[src/rtl/bubble_shift_tracker.sv]
// Bubble shift front end: syncs host strobes, counts rotation steps, resolves pages.
// Optional BUBBLE_REP_GLITCH_FILTER_EN: accept replicator only after REP_MIN low cycles.
module bubble_shift_tracker #(
  parameter int STEP_LEN   = 1000,
  parameter int LOOP_LEN   = 2053,
  parameter int BIT_POINT  = 500,
  parameter int REP_OFFSET = 3,
  parameter int REP_MIN    = 16
) (
  input  logic        MCLK,
  input  logic        MRST,
  input  logic        nBSEN,
  input  logic        nREPEN,
  input  logic        nBOOTEN,
  output logic        SHIFTING,
  output logic        BOOT_MODE,
  output logic [11:0] POSITION,
  output logic        BIT_STB,
  output logic [11:0] PAGE,
  output logic        PAGE_STB,
  output logic        REP_ERR
);

  localparam int SW = (STEP_LEN > 1) ? $clog2(STEP_LEN) : 1;
  localparam logic [SW-1:0] SUB_LAST = SW'(STEP_LEN - 1);
  localparam logic [SW-1:0] BIT_AT   = SW'(BIT_POINT);
  localparam logic [11:0]   POS_LAST = 12'(LOOP_LEN - 1);
  localparam logic [12:0]   LOOP13   = 13'(LOOP_LEN);
  localparam logic [12:0]   OFF13    = 13'(REP_OFFSET);

  if (BIT_POINT >= STEP_LEN) begin : g_bad_bit
    $error("BIT_POINT must be below STEP_LEN");
  end
  if (LOOP_LEN > 4095 || LOOP_LEN < 1) begin : g_bad_loop
    $error("LOOP_LEN out of range");
  end
  if (REP_MIN < 1 || REP_OFFSET >= LOOP_LEN) begin : g_bad_rep
    $error("REP_MIN or REP_OFFSET out of range");
  end

  logic [1:0]    bsen_s_q, bsen_s_d;
  logic [2:0]    rep_s_q, rep_s_d;
  logic [1:0]    boot_s_q, boot_s_d;
  logic [SW-1:0] sub_q, sub_d;
  logic [11:0]   pos_q, pos_d;
  logic [11:0]   page_q, page_d;
  logic          page_stb_q, page_stb_d;
  logic          err_q, err_d;

  logic        shifting;
  logic        step_end;
  logic        rep_fall;
  logic        rep_fire;
  logic        rep_shift;
  logic [11:0] rep_pos;
  logic [12:0] page_raw;
  logic [12:0] page_mod;

`ifdef BUBBLE_REP_GLITCH_FILTER_EN
  localparam int CW = $clog2(REP_MIN + 1);
  localparam logic [CW-1:0] CNT_MAX = CW'(REP_MIN);
  localparam logic [CW-1:0] CNT_ACC = CW'(REP_MIN - 1);

  logic [CW-1:0] cnt_q, cnt_d;
  logic [11:0]   hold_pos_q, hold_pos_d;
  logic          hold_shift_q, hold_shift_d;
  logic          rep_low;
`endif

  always_comb begin
    bsen_s_d = {bsen_s_q[0], nBSEN};
    rep_s_d  = {rep_s_q[1:0], nREPEN};
    boot_s_d = {boot_s_q[0], nBOOTEN};

    shifting = ~bsen_s_q[1];
    step_end = shifting && (sub_q == SUB_LAST);
    rep_fall = rep_s_q[2] & ~rep_s_q[1];

    sub_d = '0;
    if (shifting && !step_end) begin
      sub_d = sub_q + 1'b1;
    end

    pos_d = pos_q;
    if (step_end) begin
      pos_d = (pos_q == POS_LAST) ? 12'd0 : pos_q + 12'd1;
    end

`ifdef BUBBLE_REP_GLITCH_FILTER_EN
    rep_low = ~rep_s_q[1];
    cnt_d   = '0;
    if (rep_low) begin
      cnt_d = (cnt_q == CNT_MAX) ? cnt_q : cnt_q + 1'b1;
    end
    hold_pos_d   = rep_fall ? pos_q : hold_pos_q;
    hold_shift_d = rep_fall ? shifting : hold_shift_q;
    // Position and shift state are frozen at the edge, judged at acceptance.
    rep_fire  = rep_low && (cnt_q == CNT_ACC);
    rep_pos   = hold_pos_d;
    rep_shift = hold_shift_d;
`else
    rep_fire  = rep_fall;
    rep_pos   = pos_q;
    rep_shift = shifting;
`endif

    page_raw = {1'b0, rep_pos} + LOOP13 - OFF13;
    page_mod = (page_raw >= LOOP13) ? page_raw - LOOP13 : page_raw;

    page_d     = page_q;
    page_stb_d = 1'b0;
    err_d      = err_q;
    if (rep_fire) begin
      if (rep_shift) begin
        page_d     = page_mod[11:0];
        page_stb_d = 1'b1;
      end else begin
        err_d = 1'b1;
      end
    end
  end

  always_ff @(posedge MCLK) begin
    if (!MRST) begin
      bsen_s_q   <= 2'b11;
      rep_s_q    <= 3'b111;
      boot_s_q   <= 2'b11;
      sub_q      <= '0;
      pos_q      <= '0;
      page_q     <= '0;
      page_stb_q <= 1'b0;
      err_q      <= 1'b0;
    end else begin
      bsen_s_q   <= bsen_s_d;
      rep_s_q    <= rep_s_d;
      boot_s_q   <= boot_s_d;
      sub_q      <= sub_d;
      pos_q      <= pos_d;
      page_q     <= page_d;
      page_stb_q <= page_stb_d;
      err_q      <= err_d;
    end
  end

`ifdef BUBBLE_REP_GLITCH_FILTER_EN
  always_ff @(posedge MCLK) begin
    if (!MRST) begin
      cnt_q        <= '0;
      hold_pos_q   <= '0;
      hold_shift_q <= 1'b0;
    end else begin
      cnt_q        <= cnt_d;
      hold_pos_q   <= hold_pos_d;
      hold_shift_q <= hold_shift_d;
    end
  end
`endif

  assign SHIFTING  = shifting;
  assign BOOT_MODE = ~boot_s_q[1];
  assign POSITION  = pos_q;
  assign BIT_STB   = shifting && (sub_q == BIT_AT);
  assign PAGE      = page_q;
  assign PAGE_STB  = page_stb_q;
  assign REP_ERR   = err_q;

endmodule
[config.mk]
export PLATFORM = sky130hd
export DESIGN_NAME = bubble_shift_tracker
export DESIGN_NICKNAME = d
export VERILOG_FILES = /design/src/rtl/bubble_shift_tracker.sv
export SDC_FILE = /design/constraint.sdc
export NUM_CORES = 1
export LEC_CHECK = 0
export CAP_MARGIN = 0
export CELL_PAD_IN_SITES_DETAIL_PLACEMENT = 1
export CELL_PAD_IN_SITES_GLOBAL_PLACEMENT = 2
export CORE_ASPECT_RATIO = 0.9
export CORE_UTILIZATION = 30
export DETAILED_ROUTE_END_ITERATION = 7
export GPL_ROUTABILITY_DRIVEN = 0
export PLACE_DENSITY = 0.83
export SLEW_MARGIN = 10
export SYNTH_ARGS = -nofsm -noshare
export SYNTH_HDL_FRONTEND = slang
export SYNTH_SLANG_ARGS = --single-unit
[constraint.sdc]
create_clock -name MCLK -period 4.3 [get_ports MCLK]
set_input_delay 0.86 -clock MCLK [delete_from_list [all_inputs] [get_ports MCLK]]
set_output_delay 0.86 -clock MCLK [all_outputs]
set_load 0.01 [all_outputs]
-- Word level (Yosys, flattened, before mapping)
Index checks and enable logic that the tools add are counted.
- equality and inequality tests: 3
- mux-type cells: 3
- bitwise operators: 4
- reduce and logical (&&, ||, !) cells: 8
- $lt $le $gt $ge: 1
- $add $sub $neg: 5
- operator list (kind ; count):
    two-way mux 12 bit ; 2
    adder 12 x 12 -> 13 bit, second input constant ; 1
    greater-or-equal comparator 13 x 12 -> 1 bit, second input constant ; 1
    subtractor 13 x 2 -> 13 bit, second input constant ; 1
    adder 12 x 1 -> 12 bit, second input constant ; 1
    equality test 12 bit, second input constant ; 1
    subtractor 12 bit, second input constant ; 1
    adder 10 x 1 -> 10 bit, second input constant ; 1
    equality test 10 bit, second input constant ; 1
    equality test 10 x 9 -> 1 bit, second input constant ; 1
    AND reduction 2 bit ; 4
    logical AND 1 bit ; 3
    inverter 1 bit ; 3
    AND 1 bit ; 1
    zero test 1 bit ; 1
    two-way mux 1 bit ; 1
- word-level logic and storage cells: 32
- bits of input ports: 5
- bits in registers: 43

-- Logic depth before layout (Yosys ltp)
Gate-level depths: netlist (run 1).
- depth in word-level cells: 5
- gate-level depth with buffers: 10

-- Worst setup path before layout (run 1)
OpenSTA, ideal clock, no wires.
- path kind: reg2reg
- from: register pos_q[1], in the netlist POSITION[1]
- to: register page_q[2], in the netlist PAGE[2]
- buffers on the path: 3
- cell stages (with the launch flop): 11
- arrival time: 2.330 ns
- path slack: 1.909 ns
- cells stage by stage: dfxtp_1 ha_1 buf_2 xnor2_1 nand4_4 and2_1 clkbuf_2 o31a_1 buf_6 a2111oi_4 a311o_1
- cells in the longest elaborated chain, start to end: 4
- elaborated cells between the ends (all ways): 5
- those cells by class: add/sub (3); order compare (1); mux (1)
- RTL lines (what ; line ; source):
    start, declared ; 45 ; logic [11:0] pos_q, pos_d;
    start signal, assigned ; 138 ; pos_q <= pos_d;
    adder 12 x 12 -> 13 bit (*) ; 107 ; page_raw = {1'b0, rep_pos} + LOOP13 - OFF13;
    subtractor 13 x 2 -> 13 bit (*) ; 107 ;
    subtractor 12 bit or greater-or-equal comparator 13 x 12 -> 1 bit (tied branches) ; 108 ; page_mod = (page_raw >= LOOP13) ? page_raw - LOOP13 : page_raw;
    two-way mux 12 bit (*) ; 108 ;
    end signal, assigned ; 139 ; page_q <= page_d;
    end, declared ; 46 ; logic [11:0] page_q, page_d;
Mark *: on every way between the ends. The rest lies on a longest branch, timed or not.
A chain may end at the register's enable or synchronous reset.

-- Worst setup path in the final report (run 1)
- from: register pos_q[2], in the netlist POSITION[2]
- to: register page_q[2], in the netlist PAGE[2]
The elaborated chain is that of the path after synthesis.

==> results of run 1 <==
==> synth_stat cells, drive strengths merged, types with 2 or more instances <==
master  instances
inv            15
a21oi          12
mux2i           2
buf            10
nand2b          8
clkbuf          8
nand3          21
nor4            3
o31a            2
a31oi           3
dfxtp          43
ha              8
nand2          20
and3            6
xnor2          20
nor2           36
o311ai          3
nand4           7
o21ai          13
o211ai          2
xor2           13
and2            4
nor3            9
==> sequential cells by signal (all words and copies together) (netlist names) <==
name and count:
REP_ERR 1, POSITION 12, boot_s_q 2, bsen_s_q 2, rep_s_q 3, PAGE_STB 1
PAGE 12, sub_q 10
==> routing by layer <==
layer / routed length, um / GRT usage (%)
met2: 2890 / 26.8
met5: 0 / 0
met1: 3000 / 19.5
met4: 28 / 2.44
met3: 204 / 3.69
==> through the flow <==
stage                     hold WS (ns)  util (%)  setup WS, ns  area, um2  cells
after detailed placement         0.396      36.0          1.47       2770    401
final                            0.415      37.2          1.48       2860    409
after global routing             0.427      37.2          1.17       2860    409
after global placement           0.390      36.0          1.49       2770    401
after floorplan                  0.386         -          1.91       2430    288
after CTS                        0.419      37.2          1.45       2860    409
==> cells in the final DEF, fill, tap and decap left out, drive strengths merged, types with 2 or more instances in the layout <==
master	Yosys	routed
a21oi	12	12
dfxtp	43	43
mux2i	2	2
a31oi	3	3
and3	6	6
and2	4	4
o211ai	2	2
buf	10	2
nand2	20	20
nor4	3	3
clkdlybuf4s50	0	33
nand3	21	21
nor3	9	9
o31a	2	2
ha	8	8
clkbuf	8	6
nor2	36	36
xor2	13	13
nand2b	8	8
xnor2	20	20
o311ai	3	3
nand4	7	7
inv	15	15
o21ai	13	13
==> how the worst max path moves through the flow <==
stage | end | startpoint | cells after the start
2_1_floorplan | PAGE[2] | POSITION[1] | 10
3_3_place_gp | PAGE[11] | POSITION[2] | 6
3_5_place_dp | PAGE[11] | POSITION[2] | 6
4_1_cts | PAGE[11] | POSITION[2] | 6
5_1_grt | PAGE[2] | POSITION[1] | 7
6_report | PAGE[2] | POSITION[2] | 7
==> worst max-delay path, delay by kind of cell, from the launching register on <==
family                   cells  cell delay, ns
AND/OR/NAND/NOR              3            0.95
flip-flops                   1            0.52
AO/OA/AOI/OAI                3            0.79
adder cells (fa/ha/maj)      1            0.51
==> final cells by class <==
cell class,instances,share of cell area [%]
Sequential cell,43,30.1
Timing Repair Buffer,35,12.1
Clock inverter,2,0.438
Inverter,15,1.97
Clock buffer,6,2.54
Tap cell,96,4.20
Multi-Input combinational cell,212,48.7
==> cells by family after synthesis <==
group | synth area share (%)
AOI/OAI and AO/OA | 14.8
xor gates and xnor gates | 11.9
adders and majority gates | 4.12
buffers and inverters | 7.41
DFF | 35.4
muxes | 1.29
and+or+nand+nor | 25.2
==> power by group <==
group	switching, uW	total (uW)	internal, uW
Combinational	12.2	22.9	10.6
Sequential	2.07	404	402
Clock	148	262	114
Total	163	689	527
==> results.toml, run 1 <==
[yosys]
yosysWarnings = 0
synth_seq_cells = 43
synth_area_leaders = "dfxtp_1 35%, xnor2_1 7.2%, nor2_1 5.6%, xor2_1 4.7%, nand3_1 4.3%"
async_flop_share_pct = 0
seq_area_frac_synth_pct = 35.4
synth_top_area_share_pct = 35.4
synth_nets = 301
syn_inst = 288
netlist_area_um2 = 2430
synth_edf_count = 0
yosysUniqueCellTypes = 51
synth_ff_type = "dfxtp_1"
syn-mean-instance-area_um2 = 8.45
yosys.area.top_type = "dfxtp_1"

[min_path]
whs_endpoint = "rep_s_q[1]"
hp-start = "rep_s_q[0]"
hold_path_class = "reg -> reg"
worstHoldPathCells = 1

[setup_path]
worst_ep_required_time_ns = 4.54
startpoint_type = "flip-flop"
cp_slowest_cell = "nor3_1"
r2r-end = "PAGE[2]"
crit_chain = "ha_1, nand3_1, nor3_1, nand2_1, o31a_1, a2111oi_4, a311o_1"
arrival_ns = 3.06
reg2reg_from = "POSITION[2]"
cp_slowest_stage_delay_ns = 0.59
critPathMaxFanout = 10
end_kind = "flip-flop"
reg2regPathDepth = 7
rrSetupSlack_ns = 1.48
worst-setup-path-type = "reg -> reg"

[detailed_routing]
wl_mm = 6.12
routedWlPerCell_um = 15.0
route.detailed.drc = 0
via_per_inst = 5.11
dr.pass1.iters = 4
vias = 2090
drt_first_iter_violations = 65
ant_nets = 0

[sta]
rsz0062_at_grt = "no"
drv_slew = 0
finalClockSkew_ns = 0.00944
fmax_ghz = 0.354
worst_pin_slew_ns = 0.669
finalSetupTns_ns = 0
hold_viol_final = 0
maxSlewHeadroom_pct = 55.1
setup_violations = 0
finalCriticalPeriod_ns = 2.82
finalCritPeriodShare_pct = 65.6

[power]
finalPower_uw = 689
leakagePower_uw = 0.000988
peakVddDrop_v = 0.000114
power_density_nw_per_um2 = 241

[placement]
dp_hpwl_mm = 4.60
io_buffers = 33

[cells_and_area]
syn_to_final_growth_pct = 17.5
diodes = 0
multiInputGateArea_um2 = 1390
layout-drive-gt1-share_pct = 6.39
seq_area_um2 = 861
num-nets-final = 325
fillCellCount = 942

[global_routing]
grt_pass1_vias = 2067
grt_pass1_wl_mm = 10.4
grt_usage_pct = 15.3
antenna_found_initial = 0
grt_start_max_net_pins = 15
grt_overflow = 0

[clock_tree]
cts-root-buf = "clkbuf_8"
ctsResizeCount = 0
hold_buffers = 0
htreeDepth = 2
clock_latency_ns = 0.30
cts_tree = "built"
clkTransAtPathRegs_ns = 0.08
clockBufferDepth = 2
cts_setup_buffers = 0
cts.sinks = 43
cts_buffers = 5

[die]
fp.dieArea_um2 = 8470
ioPinCount = 34
start_util_pct = 31.6
fp.dieW_um = 96.9
core-area_um2 = 7690
die_h_um = 87.4
rows = 30

[flow_run]
drv_cap = 0

[status]
outcome = "complete, no violations"
Power figures use the tool's default switching activity.
==> run 2: changes to the inputs <==
--- a/config.mk
+++ b/config.mk
@@ -9,10 +9,10 @@
 export CELL_PAD_IN_SITES_DETAIL_PLACEMENT = 1
 export CELL_PAD_IN_SITES_GLOBAL_PLACEMENT = 2
 export CORE_ASPECT_RATIO = 0.9
-export CORE_UTILIZATION = 30
+export CORE_UTILIZATION = 29
 export DETAILED_ROUTE_END_ITERATION = 7
 export GPL_ROUTABILITY_DRIVEN = 0
-export PLACE_DENSITY = 0.83
+export PLACE_DENSITY = 0.84
 export SLEW_MARGIN = 10
 export SYNTH_ARGS = -nofsm -noshare
 export SYNTH_HDL_FRONTEND = slang
==> constraint.sdc (replaced) <==
create_clock -name MCLK -period 2.46 [get_ports MCLK]
set_input_delay 0.492 -clock MCLK [delete_from_list [all_inputs] [get_ports MCLK]]
set_output_delay 0.492 -clock MCLK [all_outputs]
set_load 0.01 [all_outputs]
==> run 2 against run 1 <==
Compared with the run above:
- first-iteration DRC count did not move
- non-clock buffer count rose by 22
- combinational power rose by 90%
- wire length rose by 4.4%
- utilization rose by 0.94 points
- global-route usage rose by 0.57 points
- cell count rose by 6.1%
- register-to-register slack got worse by 1.3 ns
- critical endpoint is now BIT_STB
- largest power group unchanged
- highest routed layer unchanged
==> results.toml, run 2 (synthesis results as in run 1) <==
[detailed_routing]
route.detailed.drc = 0
dr.pass1.iters = 6
wl_mm = 6.39
ant_nets = 0
via_per_inst = 5.01
drt_first_iter_violations = 65
vias = 2176
routedWlPerCell_um = 14.7

[sta]
hold_viol_final = 0
fmax_ghz = 0.435
finalCriticalPeriod_ns = 2.30
rsz0062_at_grt = "no"
drv_slew = 0
finalClockSkew_ns = 0.0149
finalSetupTns_ns = 0
setup_ws_ns = 0.162
setup_violations = 0
finalCritPeriodShare_pct = 93.4
maxSlewHeadroom_pct = 51.0
worst_pin_slew_ns = 0.734

[setup_path]
critical_path.startpoint = "sub_q[2]"
r2r-end = "PAGE[2]"
rrSetupSlack_ns = 0.19
arrival_ns = 1.81
worst_ep_required_time_ns = 1.97
reg2reg_from = "POSITION[2]"
reg2regPathDepth = 9
worst-setup-path-type = "reg -> out"
startpoint_type = "flip-flop"
critPathMaxFanout = 5
cp-endpoint = "BIT_STB"
end_kind = "output pin"

[die]
rows = 31
core-area_um2 = 8110
start_util_pct = 30.0
fp.dieArea_um2 = 8760
fp.dieW_um = 98.5
die_h_um = 88.9
ioPinCount = 34

[global_routing]
antenna_found_initial = 0
grt_overflow = 0
grt_usage_pct = 15.9
grt_pass1_wl_mm = 10.8
grt_start_max_net_pins = 15
grt_pass1_vias = 2224

[clock_tree]
cts.sinks = 43
cts_tree = "built"
htreeDepth = 2
clockBufferDepth = 2
cts_buffers = 5
cts-root-buf = "clkbuf_8"
hold_buffers = 0
clkTransAtPathRegs_ns = 0.10
clock_latency_ns = 0.31

[power]
peakVddDrop_v = 0.000242
power_density_nw_per_um2 = 439
leakagePower_uw = 0.00112

[placement]
io_buffers = 33
dp_hpwl_mm = 4.87
pre_cts_slack_ns = 0.116
detailed_place.area_um2 = 2930

[cells_and_area]
syn_to_final_growth_pct = 27.0
num-nets-final = 347
final_common_cell = "dfxtp_1"
diodes = 0
fin_area_um2 = 3090
fillCellCount = 964
final_core_util_pct = 38.1
final_cell_mix = "43 x dfxtp_1, 35 x nor2_1, 33 x clkdlybuf4s50_1, 24 x buf_4, 21 x nand3_1"
layout-drive-gt1-share_pct = 14.6

[min_path]
hold_path_class = "reg -> reg"
hp-start = "bsen_s_q[0]"

[status]
outcome = "complete, no violations"

[flow_run]
drv_cap = 0
==> run 2: repair_timing <==
action | in CTS | in global routing
setup buffers | 0 | 2
endpoints found under the setup margin | 0 | 6
resized for setup | 0 | 5
==> run 2: metal layers <==
metal | routed length (um) | vias up | track usage (%)
met3 | 132 | 2 | 3.95
li1 | - | 1083 | -
met4 | 36 | 0 | 3.80
met2 | 3210 | 29 | 29.2
met5 | 0 | - | 0
met1 | 3010 | 1062 | 18.8
==> run 2: how the worst min path moves through the flow <==
stage | end | slack (ns) | depth (start not counted)
after floorplan | boot_s_q[1] | 0.39 | 1
after global placement | bsen_s_q[1] | 0.39 | 1
after detailed placement | bsen_s_q[1] | 0.40 | 1
after CTS | bsen_s_q[1] | 0.42 | 1
after global routing | bsen_s_q[1] | 0.46 | 1
final | bsen_s_q[1] | 0.41 | 1
==> run 2: power by group <==
group	internal [uW]	switching [uW]	total (uW)	leakage, uW
Sequential	703	3.73	707	0.000348
Clock	334	272	606	0.0000618
Combinational	20.5	23.0	43.5	0.000712
Total	1060	299	1360	0.00112
==> run 2: per-stage QoR <==
step | power (uW) | hold slack [ns] | instances
3_3_place_gp | 765 | 0.388 | 424
5_1_grt | 1410 | 0.457 | 434
3_5_place_dp | 767 | 0.396 | 424
2_1_floorplan | 742 | 0.386 | 288
4_1_cts | 1370 | 0.418 | 432
6_report | 1360 | 0.415 | 434
==> run 2: cell type report <==
cell class / instances / area [um2] / area share [%]
clock buffers: 6 / 82.6 / 2.67
clock inverters: 2 / 38.8 / 1.26
inverters: 15 / 56.3 / 1.82
multi-input cells: 212 / 1420 / 45.8
flip-flops and latches: 43 / 861 / 27.9
well taps: 99 / 124 / 4.01
repair buffers: 57 / 510 / 16.5
==> run 2: worst max-delay path, cell delays in order (launching register included) <==
cell and delay (ns):
dfxtp_1 0.43, nand4b_1 0.20, nor4_2 0.30, clkdlybuf4s50_1 0.58
==> patch 1: new RTL, config.mk and constraints of run 2 <==
Add a define of `BUBBLE_REP_GLITCH_FILTER_EN`.
--- a/src/rtl/bubble_shift_tracker.sv
+++ b/src/rtl/bubble_shift_tracker.sv
@@ -1,5 +1,7 @@
 // Bubble shift front end: syncs host strobes, counts rotation steps, resolves pages.
 // Optional BUBBLE_REP_GLITCH_FILTER_EN: accept replicator only after REP_MIN low cycles.
+`define BUBBLE_REP_GLITCH_FILTER_EN
+
 module bubble_shift_tracker #(
   parameter int STEP_LEN   = 1000,
   parameter int LOOP_LEN   = 2053,
Behaviour: not the same (a bounded check fails within 4 cycles, from zero or initial values and one cycle with MRST low).
==> patch 1 against run 2 <==
  * The run now ends with setup timing left
  * Combinational power rose by 48%
  * Area after synthesis rose by 34%
  * Sequential cell count rose by 18
  * Register-to-register slack got worse by 0.59 ns
  * Clock skew fell by 0.0074 ns
  * Total power rose by 64%
  * Count of clock-buffer cells in the layout rose by 4
  * First-iteration DRC count fell by 11%
  * Die area rose by 33%
  * Design area rose by 53%
  * Via count rose by 42%
  * Routed wire length rose by 53%
  * Setup slack got worse by 0.56 ns
==> patch 1: results (changes against run 2) <==
Critical path
  – Worst Setup SP: rep_s_q[1]$_SDFF_PN1_ (was sub_q[2]$_SDFF_PN0_)
  – Worst-path cell with the longest stage delay: o41a_1 (was clkdlybuf4s50_1)

Clock network
  – Clk_lat worst skew: 0.33 ns (was 0.31 ns)
  – Clock input transition at the sequential cells of the worst setup and hold paths: 0.05 ns (was 0.10 ns)
  – H-Tree Depth: 3 (was 2)

Place
  – Cells after DPL: 615 (was 424)
  – Worst slack, placed: -0.437 ns (was 0.116 ns)
  – Post-DP HPWL: 7210 um (was 4870 um)

Global route
  – GR Layer Usage met3: 4.57% (was 3.95%)
  – Gr usage total: 18.3% (was 15.9%)

Route
  – Vias per std cell: 4.86 (was 5.01)
  – 1st-iter DRT viols: 58 (was 65)
  – Pre-antenna DRT Iters: 4 (was 6)

Power and ir drop
  – Power per Cell Area: 470 nW/um^2 (was 439 nW/um^2)
  – VDD IR max: 0.308 mV (was 0.242 mV)
  – Part of the power in the clock network: 52.1% (was 44.7%)
  – Net Switching: 499 uW (was 299 uW)

STA
  – Setup ws final: -0.397 ns (was 0.162 ns)
  – Actual slew at the worst max-slew pin: 1.10 ns (was 0.734 ns)
  – Setup Viol. Count Final: 12 (was 0)

Synth
  – Post-Syn Nets: 382 (was 301)

Layout
  – Share of layout cells above drive strength 1: 28.2% (was 14.6%)
  – Final net count: 496 (was 347)

Run status
  – Failing checks: setup timing
  – Status: complete, but fails checks (was finished, final reports clean)
[patch 1: worst max-delay path: cells and delay by family, from the launching register on]
kind                       cells  cell delay (ns)
AOI/OAI and AO/OA              3             0.84
and+or+nand+nor                4             0.77
muxes                          2             0.40
DFF                            1             0.30
xor gates and xnor gates       1             0.20
adders and majority gates      1             0.15
buffers and inverters          1             0.09
[patch 1: layout make-up]
cell class	instances	area (um^2)
clock buffers	10	239
clock inverters	5	27.5
fillers	1278	6140
inverters	18	67.6
multi-input cells	274	2010
flip-flops and latches	61	1220
well taps	152	190
repair buffers	115	965
[patch 1: cell families (layout without fill, tap and decap cells)]
group,after synthesis,in the layout,share of synthesized area [%]
AND/OR/NAND/NOR,160,160,25.5
adder cells (fa/ha/maj),12,12,4.62
AO/OA/AOI/OAI,53,53,11.5
flip-flops,61,61,37.5
multiplexers,20,20,8.58
buffers and inverters,30,148,4.19
XOR/XNOR,29,29,8.04
==> patch 2: new RTL, flow settings as in run 2 <==
Without the edit above. Put a register stage on the outputs `SHIFTING`, `BOOT_MODE` and `BIT_STB`, cleared by the reset. The values now appear one clock later. The other outputs are not delayed to match.
--- a/src/rtl/bubble_shift_tracker.sv
+++ b/src/rtl/bubble_shift_tracker.sv
@@ -156,10 +156,18 @@
   end
 `endif
 
-  assign SHIFTING  = shifting;
-  assign BOOT_MODE = ~boot_s_q[1];
   assign POSITION  = pos_q;
-  assign BIT_STB   = shifting && (sub_q == BIT_AT);
+  always_ff @(posedge MCLK) begin
+    if (!MRST) begin
+      SHIFTING  <= '0;
+      BOOT_MODE <= '0;
+      BIT_STB   <= '0;
+    end else begin
+      SHIFTING  <= shifting;
+      BOOT_MODE <= ~boot_s_q[1];
+      BIT_STB   <= shifting && (sub_q == BIT_AT);
+    end
+  end
   assign PAGE      = page_q;
   assign PAGE_STB  = page_stb_q;
   assign REP_ERR   = err_q;
Function: changed (a bounded check fails within 4 cycles, from zero or initial values and one cycle with MRST low).
==> patch 2 against run 2 <==
  * Total power down 7.9%
  * Maximum frequency shrank 3.9%
  * Design area is 0.89% higher
  * Via count up 0.46%
  * Register-to-register slack got worse by 0.12 ns
  * Critical endpoint is now PAGE[4]$_SDFFE_PN0P_
  * Setup slack got worse by 0.092 ns
  * Utilization is 0.34 points higher
  * Sequential cell count up 3
  * Die area is 0.61% higher
  * Routed wire length increased by 7.4%
  * Area after synthesis grew 0.62%
  * Sequential power up 6.9%
==> patch 2: results (changes against run 2) <==
Layout
  – Final net count: 349 (was 347)
  – Share of layout cells above drive strength 1: 17.9% (was 14.6%)
  – Non-Filler Instances: 435 (was 434)

Global route
  – Largest net degree at the start of global routing: 20 (was 15)
  – Gr usage total: 16.4% (was 15.9%)

Place
  – Area after DPL: 2980 um^2 (was 2930 um^2)
  – Worst slack, placed: 0.0400 ns (was 0.116 ns)

Synth
  – Post-Syn Nets: 292 (was 301)
  – Top cells by count, synth: 46 x dfxtp_1, 29 x nor2_1, 23 x nand2_1 (was 43 x dfxtp_1, 36 x nor2_1, 21 x nand3_1)
  – Top cells by area, synth: dfxtp_1 38%, xnor2_1 5.4%, nor2_1 4.4% (was dfxtp_1 35%, xnor2_1 7.2%, nor2_1 5.6%)
  – Post-synthesis compound-gate area fraction: 13.2% (was 14.8%)
  – Avg Inst Size Synth: 8.77 um^2 (was 8.45 um^2)
  – Yosys cell types: 52 (was 51)
  – Xor/xnor share of the synthesized area: 8.95% (was 11.9%)

Min path
  – Min-delay src: boot_s_q[1]$_SDFF_PN1_ (was bsen_s_q[0]$_SDFF_PN1_)

STA
  – Final Skew: 0.00501 ns (was 0.0149 ns)

Power and ir drop
  – VDD IR max: 0.194 mV (was 0.242 mV)
  – Pint: 963 uW (was 1060 uW)

Route
  – Pre-antenna DRT Iters: 4 (was 6)
  – DR WL/cell: 15.8 um (was 14.7 um)
  – 1st-iter DRT viols: 94 (was 65)
  – Vias per std cell: 5.03 (was 5.01)

Run status
  – Status: finished, final reports clean (unchanged)

Critical path
  – Worst r2r src: POSITION[2]$_SDFFE_PN0P_ (unchanged)
  – CP arrival: 2.58 ns (was 1.81 ns)
-- patch 2: worst paths after layout --
check	to	slack, ns	cells after the start
setup / recovery	PAGE[4]$_SDFFE_PN0P_	0.07	9
hold / removal	BOOT_MODE$_SDFF_PN0_	0.40	1
setup reg to reg	PAGE[4]$_SDFFE_PN0P_	0.07	9
hold reg to reg	BOOT_MODE$_SDFF_PN0_	0.40	1
-- patch 2: repair_timing --
action                                  4_1_cts  5_1_grt
endpoints found under the setup margin        0       12
setup buffers                                 0        2
gates resized for setup                       0       13
-- patch 2: power groups by stage --
| stage | registers (uW) | clock network, uW | logic [uW] |
|---|---|---|---|
| 3_3_place_gp | 773 | 0 | 38.4 |
| 6_report | 756 | 455 | 38.7 |
| 4_1_cts | 756 | 480 | 39.7 |
| 5_1_grt | 757 | 509 | 42.7 |
| 3_5_place_dp | 774 | 0 | 39.4 |
| 2_1_floorplan | 774 | 0 | 19.1 |
-- patch 2: layout make-up --
type	instances	area, um^2
Multi-Input combinational cell	212	1410
Inverter	9	33.8
Clock inverter	2	10.0
Fill cell	941	4990
Tap cell	99	124
Clock buffer	5	68.8
Timing Repair Buffer	62	552
Sequential cell	46	922
-- patch 2: routing by layer --
metal  global-route usage (%)  vias up  wire length, um
met3                     3.21        4              249
li1                         -     1089                -
met2                     27.8       35             3290
met1                     21.7     1058             3280
met4                     3.66        0               36
met5                        0        -                0
-- patch 2: worst max-delay path, stage by stage (launching register included) --
cell and delay (ns):
dfxtp_1 0.36, ha_2 0.22, nand4_1 0.18, or3_2 0.52
o211ai_2 0.14, nor4_4 0.09, or2_1 0.27, o211ai_2 0.20
mux2i_1 0.20, o211ai_1 0.10
